File: config.mk
export PLATFORM = sky130hd
export DESIGN_NAME = uart_rx_cfg
export DESIGN_NICKNAME = d
export VERILOG_FILES = /design/src/rtl/uart_rx_cfg.sv
export SDC_FILE = /design/constraint.sdc
export NUM_CORES = 1
export LEC_CHECK = 0
export ABC_AREA = 1
export BUFFER_PORTS_ARGS = -buffer_cell sky130_fd_sc_hd__buf_4
export CORE_ASPECT_RATIO = 0.6
export CORE_MARGIN = 2
export CORE_UTILIZATION = 50
export DETAILED_ROUTE_END_ITERATION = 8
export PLACE_DENSITY = 0.67
export SYNTH_ARGS = -nofsm -noshare
export SYNTH_HDL_FRONTEND = slang
export SYNTH_SLANG_ARGS = --single-unit
File: constraint.sdc
create_clock -name clk -period 2.8 [get_ports clk]
set_input_delay 0.28 -clock clk [delete_from_list [all_inputs] [get_ports clk]]
set_output_delay 0.28 -clock clk [all_outputs]
set_load 0.01 [all_outputs]
File: src/rtl/uart_rx_cfg.sv
// Configurable UART receiver: 2-flop synchroniser, 3-sample mid-bit majority vote,
// optional parity, 1 or 2 stop bits, and a small output FIFO with valid/ready.
module uart_rx_cfg #(
  parameter int CLK_FREQ   = 100000000,
  parameter int BAUD_RATE  = 115200,
  parameter int DATA_BITS  = 8,
  parameter int PARITY     = 0,
  parameter int STOP_BITS  = 1,
  parameter int FIFO_DEPTH = 4
) (
  input  logic                 clk,
  input  logic                 rst,
  input  logic                 rx,
  output logic [DATA_BITS-1:0] m_data,
  output logic                 m_parity_err,
  output logic                 m_frame_err,
  output logic                 m_valid,
  input  logic                 m_ready,
  output logic                 overrun,
  output logic                 busy
);

  localparam int BIT_PERIOD = CLK_FREQ / BAUD_RATE;
  localparam int HALF       = BIT_PERIOD / 2;
  localparam int CNT_W      = $clog2(BIT_PERIOD);
  localparam int IDX_W      = $clog2(DATA_BITS);
  localparam int AW         = $clog2(FIFO_DEPTH);
  localparam int EW         = DATA_BITS + 2;

  localparam logic [CNT_W-1:0] CNT_S0   = CNT_W'(HALF - 1);
  localparam logic [CNT_W-1:0] CNT_S1   = CNT_W'(HALF);
  localparam logic [CNT_W-1:0] CNT_DEC  = CNT_W'(HALF + 1);
  localparam logic [CNT_W-1:0] CNT_END  = CNT_W'(BIT_PERIOD - 1);
  localparam logic [IDX_W-1:0] IDX_LAST = IDX_W'(DATA_BITS - 1);
  localparam logic             STOP_ONE = (STOP_BITS == 1);

  typedef enum logic [2:0] {
    S_IDLE,
    S_START,
    S_DATA,
    S_PARITY,
    S_STOP
  } state_t;

  state_t               r_state;
  state_t               w_stateNext;
  logic                 r_sync1;
  logic                 r_sync2;
  logic [CNT_W-1:0]     r_cnt;
  logic                 r_samp0;
  logic                 r_samp1;
  logic [IDX_W-1:0]     r_idx;
  logic                 r_stopIdx;
  logic [DATA_BITS-1:0] r_shift;
  logic                 r_parErr;
  logic                 r_frameErr;
  logic                 r_overrun;
  logic [EW-1:0]        r_mem [FIFO_DEPTH];
  logic [AW:0]          r_wptr;
  logic [AW:0]          r_rptr;

  logic                 w_rxs;
  logic                 w_maj;
  logic                 w_decide;
  logic                 w_bitEnd;
  logic                 w_stopLast;
  logic                 w_frameStart;
  logic                 w_shiftEn;
  logic                 w_parityEn;
  logic                 w_stopEn;
  logic                 w_push;
  logic                 w_parityXor;
  logic                 w_parErrNow;
  logic                 w_frameErrNow;
  logic [EW-1:0]        w_entry;
  logic [EW-1:0]        w_head;
  logic                 w_empty;
  logic                 w_full;
  logic                 w_pop;
  logic                 w_write;

  assign w_rxs      = r_sync2;
  assign w_maj      = (r_samp0 & r_samp1) | (r_samp0 & w_rxs) | (r_samp1 & w_rxs);
  assign w_decide   = (r_cnt == CNT_DEC);
  assign w_bitEnd   = (r_cnt == CNT_END);
  assign w_stopLast = STOP_ONE | r_stopIdx;

  always_ff @(posedge clk) begin
    if (rst) begin
      r_sync1 <= 1'b1;
      r_sync2 <= 1'b1;
    end else begin
      r_sync1 <= rx;
      r_sync2 <= r_sync1;
    end
  end

  always_ff @(posedge clk) begin
    if (rst) begin
      r_state <= S_IDLE;
    end else begin
      r_state <= w_stateNext;
    end
  end

  // The last stop bit pushes and returns to IDLE at its mid-bit decision so the
  // next start edge is seen without losing half a bit.
  always_comb begin
    w_stateNext  = r_state;
    w_frameStart = 1'b0;
    w_shiftEn    = 1'b0;
    w_parityEn   = 1'b0;
    w_stopEn     = 1'b0;
    w_push       = 1'b0;
    case (r_state)
      S_IDLE: begin
        if (!w_rxs) begin
          w_stateNext  = S_START;
          w_frameStart = 1'b1;
        end
      end
      S_START: begin
        if (w_decide && w_maj) begin
          w_stateNext = S_IDLE;
        end else if (w_bitEnd) begin
          w_stateNext = S_DATA;
        end
      end
      S_DATA: begin
        w_shiftEn = w_decide;
        if (w_bitEnd && (r_idx == IDX_LAST)) begin
          w_stateNext = (PARITY != 0) ? S_PARITY : S_STOP;
        end
      end
      S_PARITY: begin
        w_parityEn = w_decide;
        if (w_bitEnd) begin
          w_stateNext = S_STOP;
        end
      end
      S_STOP: begin
        w_stopEn = w_decide;
        if (w_decide && w_stopLast) begin
          w_push      = 1'b1;
          w_stateNext = S_IDLE;
        end
      end
      default: begin
        w_stateNext = S_IDLE;
      end
    endcase
  end

  assign w_parityXor   = (^r_shift) ^ w_maj;
  assign w_parErrNow   = (PARITY == 1) ? ~w_parityXor : w_parityXor;
  assign w_frameErrNow = r_frameErr | (w_stopEn & ~w_maj);
  assign w_entry       = {w_frameErrNow, r_parErr, r_shift};

  always_ff @(posedge clk) begin
    if (rst) begin
      r_cnt      <= '0;
      r_samp0    <= 1'b1;
      r_samp1    <= 1'b1;
      r_idx      <= '0;
      r_stopIdx  <= 1'b0;
      r_shift    <= '0;
      r_parErr   <= 1'b0;
      r_frameErr <= 1'b0;
    end else begin
      if ((r_state == S_IDLE) || (w_stateNext == S_IDLE) || w_bitEnd) begin
        r_cnt <= '0;
      end else begin
        r_cnt <= r_cnt + 1'b1;
      end
      if (r_cnt == CNT_S0) begin
        r_samp0 <= w_rxs;
      end
      if (r_cnt == CNT_S1) begin
        r_samp1 <= w_rxs;
      end
      if (w_frameStart) begin
        r_idx      <= '0;
        r_stopIdx  <= 1'b0;
        r_parErr   <= 1'b0;
        r_frameErr <= 1'b0;
      end else begin
        if ((r_state == S_DATA) && w_bitEnd) begin
          r_idx <= r_idx + 1'b1;
        end
        if ((r_state == S_STOP) && w_bitEnd) begin
          r_stopIdx <= 1'b1;
        end
        if (w_parityEn) begin
          r_parErr <= w_parErrNow;
        end
        if (w_stopEn) begin
          r_frameErr <= w_frameErrNow;
        end
      end
      if (w_shiftEn) begin
        r_shift <= {w_maj, r_shift[DATA_BITS-1:1]};
      end
    end
  end

  // Pointers carry an extra wrap bit so full and empty can be told apart.
  assign w_empty = (r_wptr == r_rptr);
  assign w_full  = (r_wptr[AW] != r_rptr[AW]) && (r_wptr[AW-1:0] == r_rptr[AW-1:0]);
  assign w_pop   = !w_empty && m_ready;
  assign w_write = w_push && (!w_full || w_pop);

  always_ff @(posedge clk) begin
    if (rst) begin
      r_wptr    <= '0;
      r_rptr    <= '0;
      r_overrun <= 1'b0;
    end else begin
      if (w_write) begin
        r_wptr <= r_wptr + 1'b1;
      end
      if (w_pop) begin
        r_rptr <= r_rptr + 1'b1;
      end
      r_overrun <= w_push && w_full && !w_pop;
    end
  end

  always_ff @(posedge clk) begin
    if (!rst && w_write) begin
      r_mem[r_wptr[AW-1:0]] <= w_entry;
    end
  end

  assign w_head       = r_mem[r_rptr[AW-1:0]];
  assign m_valid      = !w_empty;
  assign m_data       = m_valid ? w_head[DATA_BITS-1:0] : '0;
  assign m_parity_err = m_valid & w_head[DATA_BITS];
  assign m_frame_err  = m_valid & w_head[DATA_BITS+1];
  assign overrun      = r_overrun;
  assign busy         = (r_state != S_IDLE);

endmodule

* Word level (Yosys, flattened, before mapping)
Memories as Yosys holds them, arrays and structs flattened. A register that Yosys moved wholly into a read port is not among the register bits.
Cells that the tools add are included.
** Operators by class
- Equality and inequality tests :: 12
- Reduce and logical (&&, ||, !) cells :: 22
- Add/subtract/negate cells :: 4
- Mux-type cells :: 19
- Bitwise gates (word level) :: 11
** Operators by type and width (number)
- $eq A10 B9 Y1 const B :: 3
- $mux W3 :: 6
- $pmux W3 S5 :: 1
- $add A10 B1 Y10 const B :: 1
- $eq A10 B10 Y1 const B :: 1
- $add A3 B1 Y3 const B :: 3
- $logic_and A1 B1 Y1 :: 9
- $mux W1 :: 9
- $mux W8 :: 1
- $reduce_xor A8 Y1 :: 1
- $and A1 B1 Y1 :: 6
- $eq A3 B2 Y1 const B :: 2
- $eq A3 B3 Y1 const B :: 2
- $logic_not A3 Y1 :: 2
- $logic_not A1 Y1 :: 4
- $mux W2 :: 2
- $reduce_or A2 Y1 :: 2
- $eq A3 B1 Y1 const B :: 1
- $eq A3 B3 Y1 :: 1
- $logic_or A1 B1 Y1 :: 3
- $or A1 B1 Y1 :: 3
- $reduce_bool A3 Y1 :: 1
- $eq A2 B2 Y1 :: 1
- $ne A1 B1 Y1 :: 1
- other kinds (2) :: 2
** Storage, ports and cells
- Logic and storage cells :: 82
- RAM bits :: 40
- Bits in registers :: 37
- Memories kept :: 1
- Output and inout bits :: 13
- Input port bits :: 4
** Memories
- r_mem :: depth 4, width 10, rd ports 1, clocked after memory_dff 1, write ports 1, line 58 : logic [EW-1:0] r_mem [FIFO_DEPTH];

* Depth between registers and ports, before layout
- Depth in word-level cells :: 10
- Mapped depth :: 11

* Least setup slack after synthesis
Ideal clock, no wire load.
- Kind :: flip-flop to flip-flop
- Start point :: register r_cnt[0]
- End point :: memory r_mem[3][0] (netlist bit) (enable)
- Setup slack :: 0.676 ns
- Path buffers :: 0
- Stages on the path, launching flop included :: 10
- Arrival time :: 1.748 ns
- Clock period less this slack :: 2.124 ns
- Library setup time :: 0.376 ns
- Path through :: dfxtp_1 > ha_1 > nand2_2 > nor2_4 > nand3_2 > nor2_2 > nand2_2 > inv_2 > nand2_2 > nor2_1
** On the way
- Word-level cells in the longest chain between the ends :: 7
** Ends and longest elaborated chain
- start, declared :: line 49 : logic [CNT_W-1:0] r_cnt;
- start signal, assigned :: line 173 : r_cnt <= r_cnt + 1'b1;
- $eq A10 B9 Y1 :: line 84 : assign w_decide = (r_cnt == CNT_DEC);
- $mux W1 :: line 143 : if (w_decide && w_stopLast) begin
- $mux W1 :: line 115 : case (r_state)
- $logic_and A1 B1 Y1 :: line 210 : assign w_write = w_push && (!w_full || w_pop);
- $logic_and A1 B1 Y1 :: line 229 : if (!rst && w_write) begin
- $mux W1 :: line 229
- $mux W1 (implied by the code) :: line 230 : r_mem[r_wptr[AW-1:0]] <= w_entry;
- end, declared :: line 58
No other way between the ends.

==> metrics <==
DR vias/cell ~5.2; root buffer cell clkbuf_16; CTS resizes 0; setup ws final roughly 0.55 ns; CP arrival between 1.5 and 2 ns; sequential area share after synthesis 0.5529; first-pass GRT wire length between 10,000 and 15,000 um; largest net degree at the start of global routing 22; most common cell after layout, fill and taps aside nand2_1; CTS tree built; Vert. Die Dim 69.59 um; row count 23; Final ANT Viol Nets 0; Crit Path Category flip-flop to output pin; total congestion overflow 0; maximum VDD drop 412.4 uV; max-cap check violation count 0; Final Hold Vio Count 0; Pre-Repair DR Iteration Count 4; Hold Buf Count CTS 0; largest cells by area after synthesis edfxtp_1 (34%), dfxtp_1 (22%), nand2_1 (6.3%); fmax about 440 MHz; Avg WL per Cell 14.32 um; core area between 6000 and 7000 um^2; top-area cell type share of the netlist area 0.3351; vias in the first global route 2,385; Die Wd 113.3 um; Setup crit end kind output pin; CTS Sinks 79; Area Growth Syn to Fin 15.29%; DRC Markers 0; Mapped Cells about 390; critical path fanouts, max 21; nets 428; Unique masters post-synth 34; Final Cycle Share 0.8034; RSZ-0062 raised after global routing false; Worst slew margin 0.5806; 1st-iter DRT viols between 200 and 250; proportion of layout cells with a drive suffix above 1 0.1790; Top Ports 17; type of the worst min-delay path input port to flip-flop; post-synthesis cell area between 3000 and 4000 um^2; dpl ws 0.7699 ns; die area between 7000 and 8000 um^2; startpoint types flip-flop; area leader, netlist edfxtp_1; Initial Util 0.5278; diodes inserted 0; detailed placement HPWL ~5000 um; YS warnings 0; number of synthesized register bits 79; clk_skew ~0.0081 ns; worst-margin pin slew 0.6284 ns; Final min period ~2.2 ns; commonest non-fill, non-tap cells in the layout nand2_1 (60), nor2_1 (53), inv_1 (51); clock buffer depth 2; WL final 7245 um; All-Layer GR Usage 0.2077; Clk Latency, worst-skew pair around 0.34 ns; GPL Wtd Cong 0.8460; CTS Buf Count 9; Setup Viol. Count Final 0; Port-buffer cells 16; vias 2,608; Leak approximately 1.8 nW; syn avg cell area 9.145 um^2; Final Max Tran Viols 0; status finished, final reports clean; clock-pin slew of the registers on the worst-case setup and hold paths ~0.060 ns; Cell Pwr Density between 600 and 700 nW/um^2; # fillers ~580; H-Tree Depth 3; Post-Syn Nets slightly above 400; WP data required between 2 and 3 ns; initial antenna violation count 0; number of setup buffers added after CTS 0; Fin Setup TNS 0 ns
[cell type report]
| cell class | instances | area, um^2 | area share |
|---|---|---|---|
| clock buffers | 9 | 225.2 | 0.05450 |
| clock inverters | 7 | 95.09 | 0.02301 |
| inverters | 58 | 217.7 | 0.05268 |
| multi-input cells | 245 | 1346 | 0.3258 |
| flip-flops and latches | 79 | 1982 | 0.4796 |
| well taps | 87 | 108.9 | 0.02634 |
| repair buffers | 21 | 157.7 | 0.03815 |
[metal layers]
metal,up-vias,part of all wire,track usage
met5,-,0,0
met4,0,0.020,0.05962
met3,12,0.072,0.09528
met2,70,0.36,0.2562
met1,1198,0.54,0.3190
li1,1328,-,-
[power by group]
part	total [mW]	internal, mW	switching (mW)	leakage, nW
clock network	1.25	0.783	0.469	0.156
registers	1.23	1.21	0.0167	0.781
logic	0.147	0.0535	0.0931	0.880
total	2.63	2.05	0.579	1.82
[synthesized netlist by cell type]
master    number
dfxtp_1       39
inv_2          5
a31oi_1        1
nand4_1        3
nand2_4        1
o21ai_0       20
nor2_2        13
nor4_1         1
a211oi_1       2
nor2_4         2
nor3_1         1
o211ai_1       2
or2_0          1
o21ai_1        4
inv_1         51
clkbuf_1       9
a21oi_4        1
nand2_1       60
nand2_2        7
o21a_1         1
nor3_2         3
a21oi_2        1
ha_1          10
nand3_2        3
xor2_1         8
o32ai_1       10
nor2_1        53
edfxtp_1      40
nand3_1       15
or2_2          2
a21oi_1       18
xnor2_1        2
buf_2          1
clkinv_1       2
[cells by family after synthesis]
logic type | Yosys count | share of synthesized area
AO/OA/AOI/OAI | 60 | 0.1023
adder cells (fa/ha/maj) | 10 | 0.03490
flip-flops | 79 | 0.5529
AND/OR/NAND/NOR | 165 | 0.2140
XOR/XNOR | 10 | 0.02443
buffers and inverters | 68 | 0.07155
[metrics by stage]
stage	hold WS [ns]	total power, mW	utilization	cell area [um^2]	cells
3_3_place_gp	0.3932	1.394	0.5613	3812	490
4_1_cts	0.1130	2.649	0.6085	4133	506
2_1_floorplan	0.3838	1.355	-	3585	392
6_report	0.1226	2.629	0.6085	4133	506
3_5_place_dp	0.3923	1.400	0.5613	3812	490
5_1_grt	0.1239	2.732	0.6085	4133	506
[sequential cells by signal, summed over array words and instances (netlist names), named ones only]
register,flops
overrun,1
r_state,3
r_samp1,1
r_frameErr,1
r_mem,40
r_wptr,3
r_sync2,1
r_idx,3
r_shift,8
r_samp0,1
r_sync1,1
r_cnt,10
r_rptr,3
r_parErr,1
[final timing paths]
kind                  start          end  slack, ns  cells after the start
hold / removal           rx      r_sync1       0.12                      2
hold reg to reg     r_sync1      r_sync2       0.41                      1
setup reg to reg   r_cnt[0]  r_mem[3][0]       0.76                     10
setup / recovery  flip-flop    m_data[4]       0.55                      7
[critical path, cell delays in order (launching register included)]
cell	delay (ns)
dfxtp_1	0.30
buf_4	0.19
inv_1	0.49
nor2_1	0.09
o32ai_1	0.30
nand2_1	0.08
inv_1	0.06
buf_4	0.11
No activity file was read; power rests on OpenSTA's default activity.
